### config.mk
export PLATFORM = sky130hd
export DESIGN_NAME = zero_sleep_monitor
export DESIGN_NICKNAME = d
export VERILOG_FILES = /design/src/rtl/zero_sleep_monitor_pkg.sv /design/src/rtl/zero_sleep_monitor_pair_edge_detect.sv /design/src/rtl/zero_sleep_monitor.sv
export SDC_FILE = /design/constraint.sdc
export NUM_CORES = 1
export LEC_CHECK = 0
export BUFFER_PORTS_ARGS = -buffer_cell sky130_fd_sc_hd__buf_2
export CORE_UTILIZATION = 46
export DETAILED_ROUTE_END_ITERATION = 10
export PLACE_DENSITY = 0.79
export SLEW_MARGIN = 20
export SYNTH_ARGS = -nofsm -noshare
export SYNTH_HDL_FRONTEND = slang
export SYNTH_HIERARCHICAL = 1
export SYNTH_SLANG_ARGS = --single-unit
### constraint.sdc
create_clock -name dClk -period 2 [get_ports dClk]
set_input_delay 0.3 -clock dClk [delete_from_list [all_inputs] [get_ports dClk]]
set_output_delay 0.3 -clock dClk [all_outputs]
set_load 0.005 [all_outputs]
### src/rtl/zero_sleep_monitor_pkg.sv
// Shared constants for the zero-sleep monitor and the controller that drives its enable.
package zero_sleep_monitor_pkg;

    localparam int unsigned DATA_WIDTH = 16;
    localparam int unsigned ZERO_LIMIT = 800;
    localparam int unsigned CNT_WIDTH  = 10;

    localparam logic [1:0] MonIdle  = 2'd0;
    localparam logic [1:0] MonAwake = 2'd1;
    localparam logic [1:0] MonSleep = 2'd2;

    // Controller FSMState code for the data-read phase; enable is high only in this state.
    localparam logic [3:0] FsmDataRead = 4'b0110;

endpackage

### src/rtl/zero_sleep_monitor_pair_edge_detect.sv
// Combines the left/right write strobes into a pair strobe and flags its rising edge.
module zero_sleep_monitor_pair_edge_detect (
    input  logic dClk,
    input  logic reset,
    input  logic dataWriteL,
    input  logic dataWriteR,
    output logic pairEvent
);

    logic wrNow;
    logic wrQ;

    assign wrNow = dataWriteL & dataWriteR;

    always_ff @(posedge dClk) begin
        if (reset) begin
            wrQ <= 1'b0;
        end else begin
            wrQ <= wrNow;
        end
    end

    assign pairEvent = wrNow & ~wrQ;

endmodule

### src/rtl/zero_sleep_monitor.sv
// Counts consecutive all-zero stereo pairs, sleeps after ZERO_LIMIT of them and
// pulses wakeupSignal on the first non-zero pair seen while asleep.
module zero_sleep_monitor #(
    parameter int unsigned DATA_WIDTH = zero_sleep_monitor_pkg::DATA_WIDTH,
    parameter int unsigned ZERO_LIMIT = zero_sleep_monitor_pkg::ZERO_LIMIT,
    parameter int unsigned CNT_WIDTH  = zero_sleep_monitor_pkg::CNT_WIDTH
) (
    input  logic                  dClk,
    input  logic                  reset,
    input  logic                  enable,
    input  logic                  dataWriteL,
    input  logic                  dataWriteR,
    input  logic [DATA_WIDTH-1:0] toMemL,
    input  logic [DATA_WIDTH-1:0] toMemR,
    output logic                  storeEn,
    output logic                  sleepFlag,
    output logic                  wakeupSignal,
    output logic [CNT_WIDTH-1:0]  zeroCount,
    output logic [1:0]            monState
);
    import zero_sleep_monitor_pkg::*;

    localparam logic [CNT_WIDTH-1:0] LimitCnt = CNT_WIDTH'(ZERO_LIMIT);

    logic                 pairEvent;
    logic                 isZero;
    logic [1:0]           stateQ, stateD;
    logic [CNT_WIDTH-1:0] countQ, countD;
    logic                 storeQ, storeD;
    logic                 wakeQ, wakeD;

    zero_sleep_monitor_pair_edge_detect u_edge (
        .dClk       (dClk),
        .reset      (reset),
        .dataWriteL (dataWriteL),
        .dataWriteR (dataWriteR),
        .pairEvent  (pairEvent)
    );

    assign isZero = (toMemL == '0) && (toMemR == '0);

    always_comb begin
        stateD = stateQ;
        countD = countQ;
        storeD = 1'b0;
        wakeD  = 1'b0;
        // Losing enable wins over everything, including an event on the same edge.
        if (!enable) begin
            stateD = MonIdle;
            countD = '0;
        end else begin
            case (stateQ)
                MonIdle: begin
                    stateD = MonAwake;
                    countD = '0;
                end
                MonAwake: begin
                    if (pairEvent) begin
                        storeD = 1'b1;
                        if (!isZero) begin
                            countD = '0;
                        end else if (countQ >= LimitCnt - 1'b1) begin
                            countD = LimitCnt;
                            stateD = MonSleep;
                        end else begin
                            countD = countQ + 1'b1;
                        end
                    end
                end
                MonSleep: begin
                    if (pairEvent && !isZero) begin
                        storeD = 1'b1;
                        wakeD  = 1'b1;
                        countD = '0;
                        stateD = MonAwake;
                    end
                end
                default: begin
                    stateD = MonIdle;
                    countD = '0;
                end
            endcase
        end
    end

    always_ff @(posedge dClk) begin
        if (reset) begin
            stateQ <= MonIdle;
            countQ <= '0;
            storeQ <= 1'b0;
            wakeQ  <= 1'b0;
        end else begin
            stateQ <= stateD;
            countQ <= countD;
            storeQ <= storeD;
            wakeQ  <= wakeD;
        end
    end

    assign storeEn      = storeQ;
    assign wakeupSignal = wakeQ;
    assign sleepFlag    = (stateQ == MonSleep);
    assign zeroCount    = countQ;
    assign monState     = stateQ;

endmodule
==> Flow_metrics.wiki, run 1 <==
{| class="wikitable"
! Metric !! Value
|-
| Die Ht || 51.26 um
|-
| Core area || 2255 um^2
|-
| Post-Synth Simple-Gate Area || 48.21%
|-
| Final RePlAce weighted congestion || 0.8031
|-
| Area share of fa/ha/maj cells after synthesis || 5.605%
|-
| Initial core utilization || 49.50%
|-
| Worst path cell trace || ha_1 -> nand4_1 -> a21oi_4 -> nand4bb_1 -> o211a_1 -> a2111oi_2
|-
| Leak Pwr || 0.6470 nW
|-
| Number of H-tree levels || 1
|-
| Worst path required time || 2.18 ns
|-
| Tightest slew margin relative to the limit || 73.15%
|-
| Post-layout min period || 1.869 ns
|-
| TritonCTS clock tree || yes
|-
| Aggregate routed wire length || 2585 um
|-
| DRC violations left || 0
|-
| Via count of the first global-routing pass || 1,088
|-
| Die Wd || 51.26 um
|-
| HP Class || input port to register
|-
| Post-Place Cell Area || 1425 um^2
|-
| Routed wire per std cell || 12.73 um
|-
| Final hold violation count || 0
|-
| Post-Route Hold Slack || 0.2764 ns
|-
| Most common library cell in the layout ignoring fill and taps || sky130_fd_sc_hd__buf_2
|-
| Average instance area after synthesis || 9.458 um^2
|-
| Critical Path Sink Type || register
|-
| Worst hold path stage count || 2
|-
| Critical path peak fanout || 6
|-
| Worst Hold End || u_edge/wrQ
|-
| Warnings, synthesis || 6
|-
| Largest net degree at the start of global routing || 11
|-
| Cell depth of the worst setup path || 6
|-
| Xor and xnor area share after synthesis || 0%
|-
| Peak VDD IR || 430.9 uV
|-
| FF-to-FF setup slack || 0.13 ns
|-
| Crit path buffers/inverters || 0
|-
| Register bit total from synthesis || 15
|-
| Type of the setup path with the least slack || register to register
|-
| Number of vias per cell || 5.576
|-
| Launching element type of the critical path || register
|-
| Max cap viols || 0
|-
| 1st-iter DRT viols || 23
|-
| IO Count || 52
|-
| Largest stage delay on the critical path || 0.39 ns
|-
| Beginning of the worst hold path || dataWriteL
|-
| Fin crit share || 93.45%
|-
| Cell type contributing the most total cell area after synthesis || sky130_fd_sc_hd__dfxtp_1
|-
| Post-synthesis instance area || 1116 um^2
|-
| Cell at the root of the clock tree || sky130_fd_sc_hd__clkbuf_4
|-
| Overflow left after global routing || 0
|-
| Dominant combinational cell family by area after synthesis || simple AND/OR/NAND/NOR gates
|-
| Clock transition at path regs || 0.08 ns
|-
| FF-to-FF End || monState[1]
|-
| Post-CTS Hold Fix Bufs || 0
|-
| R2R depth || 6
|-
| Final net count || 218
|-
| Cell at the slowest stage of the critical path || sky130_fd_sc_hd__dfxtp_1
|-
| Inserted Diodes || 0
|-
| Drt pass-1 iters || 4
|-
| Maximum root-to-sink buffer count || 2
|-
| Cell family with most CP delay || compound AO/OA/AOI/OAI gates
|-
| Fraction of the mapped netlist area in compound gates || 15.25%
|-
| Post-Synthesis Cells || 118
|-
| Total non-filler cell area in the finished layout || 1468 um^2
|-
| CTS Buf Count || 3
|-
| F_max || 0.5351 GHz
|-
| Areal power density over the cells || 410.7 nW/um^2
|-
| Initial antenna violation count || 0
|-
| Post-DRT Antenna Nets || 0
|-
| Port Buffers || 51
|-
| # rows || 17
|-
| Global-route wire length before repair || 4436 um
|-
| Setup violation total in the final timing report || 0
|-
| Sink Count || 15
|-
| Clock latency reported for the late side of the worst-skew pair || 0.28 ns
|-
| Worst clock skew || 0.007190 ns
|-
| Slew Limit Fails || 0
|-
| Synth unique cells || 37
|-
| Die area || 2627 um^2
|-
| Share of final-layout standard cells stronger than drive strength 1 || 42.29%
|-
| Reg2Reg Launch Point || zeroCount[0]
|-
| Net count after synthesis || 160
|-
| Total half-perimeter wirelength after legalization and detailed placement || 2122 um
|-
| Total via count in the routed design || 1,132
|-
| Most frequent cells in the layout || 51 x sky130_fd_sc_hd__buf_2, 16 x sky130_fd_sc_hd__nand3_1, 15 x sky130_fd_sc_hd__dfxtp_1
|-
| Data arrival, critical path || 2.05 ns
|-
| Syn-to-layout area delta || 31.50%
|-
| Seq/Total Area, Yosys || 26.91%
|-
| Fraction of synthesized area in multiplexers || 1.009%
|-
| Cells taking the most area after synthesis || sky130_fd_sc_hd__dfxtp_1 27%, sky130_fd_sc_hd__nor4_4 15%, sky130_fd_sc_hd__nand3_1 7.2%
|-
| Proportion of netlist area held by the largest area contributor || 26.91%
|-
| Slew at the pin closest to its max-slew limit || 0.3997 ns
|-
| Result of the run || completed
|-
| GR Util All Layers || 22.13%
|}
through the flow:
step	setup TNS [ns]	worst slack [ns]	util, %	instances	power [mW]
finish	0	0.1310	65.09	203	0.6028
global route	-0.009096	-0.009096	65.09	203	0.6368
CTS	0	0.06701	64.37	203	0.6072
detailed placement	0	0.08019	63.21	199	0.4351
global placement	0	0.1824	63.21	199	0.4301
floorplan	0	0.2218	-	118	0.3656
area by class of cell:
class / instances / area, um^2
well taps: 28 / 35.03
multi-input cells: 94 / 798.3
flip-flops and latches: 15 / 300.3
inverters: 8 / 30.03
repair buffers: 54 / 277.8
clock buffers: 4 / 26.28
fillers: 209 / 787.0
flip-flops by register name (all words and copies together) (netlist names):
register      count
monState          2
storeEn           1
u_edge/wrQ        1
wakeupSignal      1
zeroCount        10
logic make-up after synthesis:
group / Yosys count
AO/OA/AOI/OAI: 19
adder cells (fa/ha/maj): 5
buffers and inverters: 9
flip-flops: 15
multiplexers: 1
AND/OR/NAND/NOR: 69
report_power, final:
| part | leakage [nW] | switching [mW] | total [mW] | internal, mW |
|---|---|---|---|---|
| combinational | 0.511 | 0.0685 | 0.125 | 0.0564 |
| sequential | 0.121 | 0.00282 | 0.305 | 0.302 |
| clock | 0.0150 | 0.0957 | 0.173 | 0.0775 |
| total | 0.647 | 0.167 | 0.603 | 0.436 |
how the worst max path moves through the flow:
| stage | end | start |
|---|---|---|
| after global routing | monState[1] | zeroCount[0] |
| after CTS | zeroCount[3] | monState[1] |
| after global placement | zeroCount[3] | monState[0] |
| after detailed placement | zeroCount[3] | monState[1] |
| final | monState[1] | zeroCount[0] |
| after floorplan | zeroCount[3] | monState[0] |
synth_stat cells, drive strengths merged:
cell,n
clkbuf,1
nor4,10
nand2b,1
ha,5
dfxtp,15
a22o,1
nor2,11
o221ai,1
nor3,4
and3b,2
mux2,1
or3,1
a32oi,1
nand2,6
nand4bb,1
inv,8
and2,4
and3,3
nand4,7
o311ai,1
nor2b,2
a2111oi,1
nand3,16
o32ai,1
a21oi,3
a221o,1
o2bb2ai,1
o21ai,6
o211ai,1
nand4b,1
o211a,1
layer usage:
metal	track usage [%]	vias to the layer above	share of wire [%]
li1	-	564	-
met1	24.20	520	41
met2	40.13	44	52
met3	7.143	4	6.4
met4	6.757	0	0.81
met5	0	-	0
what timing repair did:
item	in CTS	in global routing
setup endpoints to repair	0	4
endpoints found under the hold margin	0	0
gates resized for setup	0	3
setup buffers	0	0
No activity file was read; power rests on OpenSTA's default activity.
==> run 2: changes to the inputs <==
- ABC_AREA: default -> 1
- CORE_UTILIZATION: 46 -> 45
- PLACE_DENSITY: 0.79 -> 0.78
==> run 2 against run 1 <==
Compared with the run above:
- critical path depth increased by 5
- power up 2.7%
- die area down 1.4%
- global-route usage fell by 1.7 points
- critical path type unchanged
- critical endpoint is now monState[0]
- largest cell class unchanged
==> Flow_metrics.wiki, run 2 <==
{| class="wikitable"
! Metric !! Value
|-
| Total via count in the routed design || 1,210 (+6.9%)
|-
| Die Ht || 50.90 um (-0.69%)
|-
| Routed wire length on met2 || 1023 um (-24%)
|-
| Cell with the most instances after synthesis || sky130_fd_sc_hd__nor2_1
|-
| # rows || 17 (unchanged)
|-
| Post-CTS Hold Fix Bufs || 0 (unchanged)
|-
| Die area || 2591 um^2 (-1.4%)
|-
| Number of resized instances in the post-cts repair step || 0 (unchanged)
|-
| Final net count || 271 (+24%)
|-
| Sink Count || 15 (unchanged)
|-
| Clock transition at path regs || 0.09 ns (about the same)
|-
| Most common library cell in the layout ignoring fill and taps || sky130_fd_sc_hd__buf_2
|-
| Worst path required time || 2.23 ns (+0.05 ns)
|-
| Worst Hold End || u_edge/wrQ
|-
| Maximum root-to-sink buffer count || 2 (unchanged)
|-
| TritonCTS clock tree || yes
|-
| Global-route wire length before repair || 4091 um (-7.8%)
|-
| FF-to-FF setup slack || 0.32 ns (+0.19 ns)
|-
| Proportion of netlist area held by the largest area contributor || 27.91% (+1.0 points)
|-
| Top sig layer || met4
|-
| Cells taking the most area after synthesis || sky130_fd_sc_hd__dfxtp_1 28%, sky130_fd_sc_hd__nor2_1 16%, sky130_fd_sc_hd__nand2_1 15%
|-
| Most frequent cells after synthesis || 46 x sky130_fd_sc_hd__nor2_1, 43 x sky130_fd_sc_hd__nand2_1, 15 x sky130_fd_sc_hd__dfxtp_1
|-
| Post-Synthesis Cells || 174 (+47%)
|-
| Worst-case setup slack after placement || 0.3313 ns (+0.2512 ns)
|-
| Seq/Total Area, Yosys || 27.91% (+1.0 points)
|-
| Number of vias per cell || 4.727 (-15%)
|-
| 1st-iter DRT viols || 20 (-13%)
|-
| HP Class || input port to register
|-
| Peak VDD IR || 419.1 uV (-2.7%)
|-
| Net count after synthesis || 216 (+35%)
|-
| Proportion of power drawn by flip-flops and latches || 50.7% (+0.2 points)
|-
| Unrepaired setup endpoints after global routing || false
|-
| Clock share of power || 27.7% (-1.0 points)
|-
| Count of flip-flops with a built-in enable after synthesis || 0 (unchanged)
|-
| F_max || 0.5962 GHz (+11%)
|-
| Die Wd || 50.90 um (-0.69%)
|-
| Fin crit share || 83.86% (-9.6 points)
|-
| Max cap viols || 0 (unchanged)
|-
| Initial antenna violation count || 0 (unchanged)
|-
| Syn-to-layout area delta || 28.37%
|-
| Post-DRT Antenna Nets || 0 (unchanged)
|-
| R2R depth || 11 (+5)
|-
| GR Util All Layers || 20.47% (-1.7 points)
|-
| Internal Dissipation || 0.4419 mW (+1.4%)
|-
| Reg2Reg Launch Point || zeroCount[0]
|-
| Final hold violation count || 0 (unchanged)
|-
| Post-synthesis instance area || 1076 um^2 (-3.6%)
|-
| Critical path peak fanout || 8 (+2)
|-
| Type of the setup path with the least slack || register to register
|-
| Most frequent cells in the layout || 51 x sky130_fd_sc_hd__buf_2, 46 x sky130_fd_sc_hd__nor2_1, 43 x sky130_fd_sc_hd__nand2_1
|-
| Register bit total from synthesis || 15 (unchanged)
|-
| Synth unique cells || 21 (-43%)
|-
| Total non-filler cell area in the finished layout || 1381 um^2 (-5.9%)
|-
| M1 wire length || 1188 um (+13%)
|-
| Critical Path Sink Type || register
|-
| Aggregate routed wire length || 2364 um (-8.5%)
|-
| Routed wire per std cell || 9.234 um (-27%)
|-
| Beginning of the worst hold path || reset
|-
| IO Count || 52 (unchanged)
|-
| Core area || 2233 um^2 (-0.94%)
|-
| Total half-perimeter wirelength after legalization and detailed placement || 1904 um (-10%)
|-
| Share of synthesized registers carrying an async set or reset || 0% (unchanged)
|-
| Tightest slew margin relative to the limit || 68.45% (-4.7 points)
|-
| Combinational cell fraction of total power || 21.6% (+0.9 points)
|-
| Port Buffers || 51 (unchanged)
|-
| Warnings, synthesis || 6 (unchanged)
|-
| Slew Limit Fails || 0 (unchanged)
|-
| Total met3 wirelength after detailed routing || 118 um (-28%)
|-
| Worst hold path stage count || 2 (unchanged)
|-
| Average instance area after synthesis || 6.184 um^2 (-35%)
|-
| CTS Buf Count || 3 (unchanged)
|-
| Final RePlAce weighted congestion || 0.8458 (+5.3%)
|-
| Cell at the root of the clock tree || sky130_fd_sc_hd__clkbuf_4
|-
| Drt pass-1 iters || 4 (unchanged)
|-
| Launching element type of the critical path || register
|-
| Worst clock skew || 0.002857 ns (-0.004333 ns)
|-
| Cell type contributing the most total cell area after synthesis || sky130_fd_sc_hd__dfxtp_1
|-
| Setup violation total in the final timing report || 0 (unchanged)
|-
| Sw Share || 28.61% (+0.90 points)
|-
| Cell at the slowest stage of the critical path || sky130_fd_sc_hd__dfxtp_1
|-
| Largest net degree at the start of global routing || 15 (+4)
|-
| Largest stage delay on the critical path || 0.40 ns (about the same)
|-
| Clock latency reported for the late side of the worst-skew pair || 0.28 ns (about the same)
|-
| Leak Pwr || 0.6393 nW (-1.2%)
|-
| Initial core utilization || 48.18% (-1.3 points)
|-
| Post-CTS setup buffers || 0 (unchanged)
|-
| Post-Route Setup TNS || 0 ns (unchanged)
|-
| Slew at the pin closest to its max-slew limit || 0.4716 ns (+0.07190 ns)
|-
| Post-layout min period || 1.677 ns (-0.1917 ns)
|-
| Result of the run || completed
|-
| Flip-flop count of the largest register, all copies and words added || 10 (unchanged)
|-
| Via count of the first global-routing pass || 1,033 (-5.1%)
|-
| PnR Total Power || 0.6189 mW (+2.7%)
|-
| Post-Place Cell Area || 1355 um^2 (-4.9%)
|-
| DRC violations left || 0 (unchanged)
|-
| Data arrival, critical path || 1.91 ns (-0.14 ns)
|-
| Number of H-tree levels || 1 (unchanged)
|-
| Inserted Diodes || 0 (unchanged)
|-
| Flip-flop cell with the highest count after synthesis || sky130_fd_sc_hd__dfxtp_1
|-
| FF-to-FF End || monState[0]
|-
| Share of final-layout standard cells stronger than drive strength 1 || 30.26% (-12 points)
|-
| Worst path cell trace || ha_1 -> nand2_2 -> nor2_4 -> inv_2 -> a21oi_4 -> nand2_1 -> nand2_1 -> nand2_2 -> nand2_1 -> nand2_1 -> nor2_1
|-
| Setup ws final || 0.3227 ns (+0.1917 ns)
|-
| Areal power density over the cells || 448.1 nW/um^2 (+9.1%)
|-
| Overflow left after global routing || 0 (unchanged)
|-
| Switching power || 0.1771 mW (+6.0%)
|-
| Top cell by count, worst path || sky130_fd_sc_hd__nand2_1
|}
run 2: cell count changes after synthesis, sizes merged, moves of 3 or more:
| cell | change |
|---|---|
| a21oi | +8 |
| nand4 | -6 |
| inv | +9 |
| nand3 | -3 |
| nor4 | -10 |
| and3 | -3 |
| nor3 | -3 |
| nor2 | +39 |
| nand2 | +43 |
| xor2 | +4 |
| and2 | -4 |
run 2: how the worst max path moves through the flow:
| stage | from | to | slack [ns] |
|---|---|---|---|
| global placement | zeroCount[0] | monState[0] | 0.34 |
| detailed placement | zeroCount[0] | monState[0] | 0.33 |
| finish | zeroCount[0] | monState[0] | 0.32 |
| global route | zeroCount[0] | monState[0] | 0.16 |
| CTS | zeroCount[0] | monState[0] | 0.32 |
| floorplan | zeroCount[0] | monState[0] | 0.51 |
run 2: cells by family after synthesis:
family	after synthesis	share of synthesized area (%)
AND/OR/NAND/NOR	114	45.35
AO/OA/AOI/OAI	18	10.70
adder cells (fa/ha/maj)	5	5.814
buffers and inverters	18	6.977
flip-flops	15	27.91
XOR/XNOR	4	3.255
run 2: layer usage:
layer	global-route usage, %	vias to the layer above
met4	8.333	0
met5	0	-
met1	26.09	512
li1	-	653
met2	33.77	40
met3	3.571	5
run 2: stage by stage:
| step | std cells | hold slack, ns | utilization, % |
|---|---|---|---|
| 2_1_floorplan | 174 | 0.3724 | - |
| 3_3_place_gp | 252 | 0.4763 | 60.67 |
| 3_5_place_dp | 252 | 0.4838 | 60.67 |
| 4_1_cts | 256 | 0.1811 | 61.85 |
| 5_1_grt | 256 | 0.1734 | 61.85 |
| 6_report | 256 | 0.1856 | 61.85 |
run 2: worst max-delay path, delay by kind of cell, from the launching register on:
| kind | cells | cell delay, ns |
|---|---|---|
| simple gates | 8 | 0.66 |
| flops | 1 | 0.40 |
| buf+inv | 1 | 0.06 |
| fa+ha+maj | 1 | 0.25 |
| compound gates | 1 | 0.26 |
run 2: final cells by class:
cell class                 instances  area (um^2)
fill                             224        852.1
tap                               28        35.03
timing repair buffer              51        255.2
inverter                          17        63.81
clock buffer                       4        26.28
multi-input combinational        141        700.7
sequential                        15        300.3
run 2: power by group through the flow:
| stage | Sequential [mW] | Clock [mW] | Combinational (mW) |
|---|---|---|---|
| 6_report | 0.314 | 0.171 | 0.134 |
| 5_1_grt | 0.315 | 0.200 | 0.152 |
| 3_3_place_gp | 0.321 | 0 | 0.133 |
| 2_1_floorplan | 0.320 | 0 | 0.0843 |
| 3_5_place_dp | 0.320 | 0 | 0.134 |
| 4_1_cts | 0.314 | 0.177 | 0.134 |
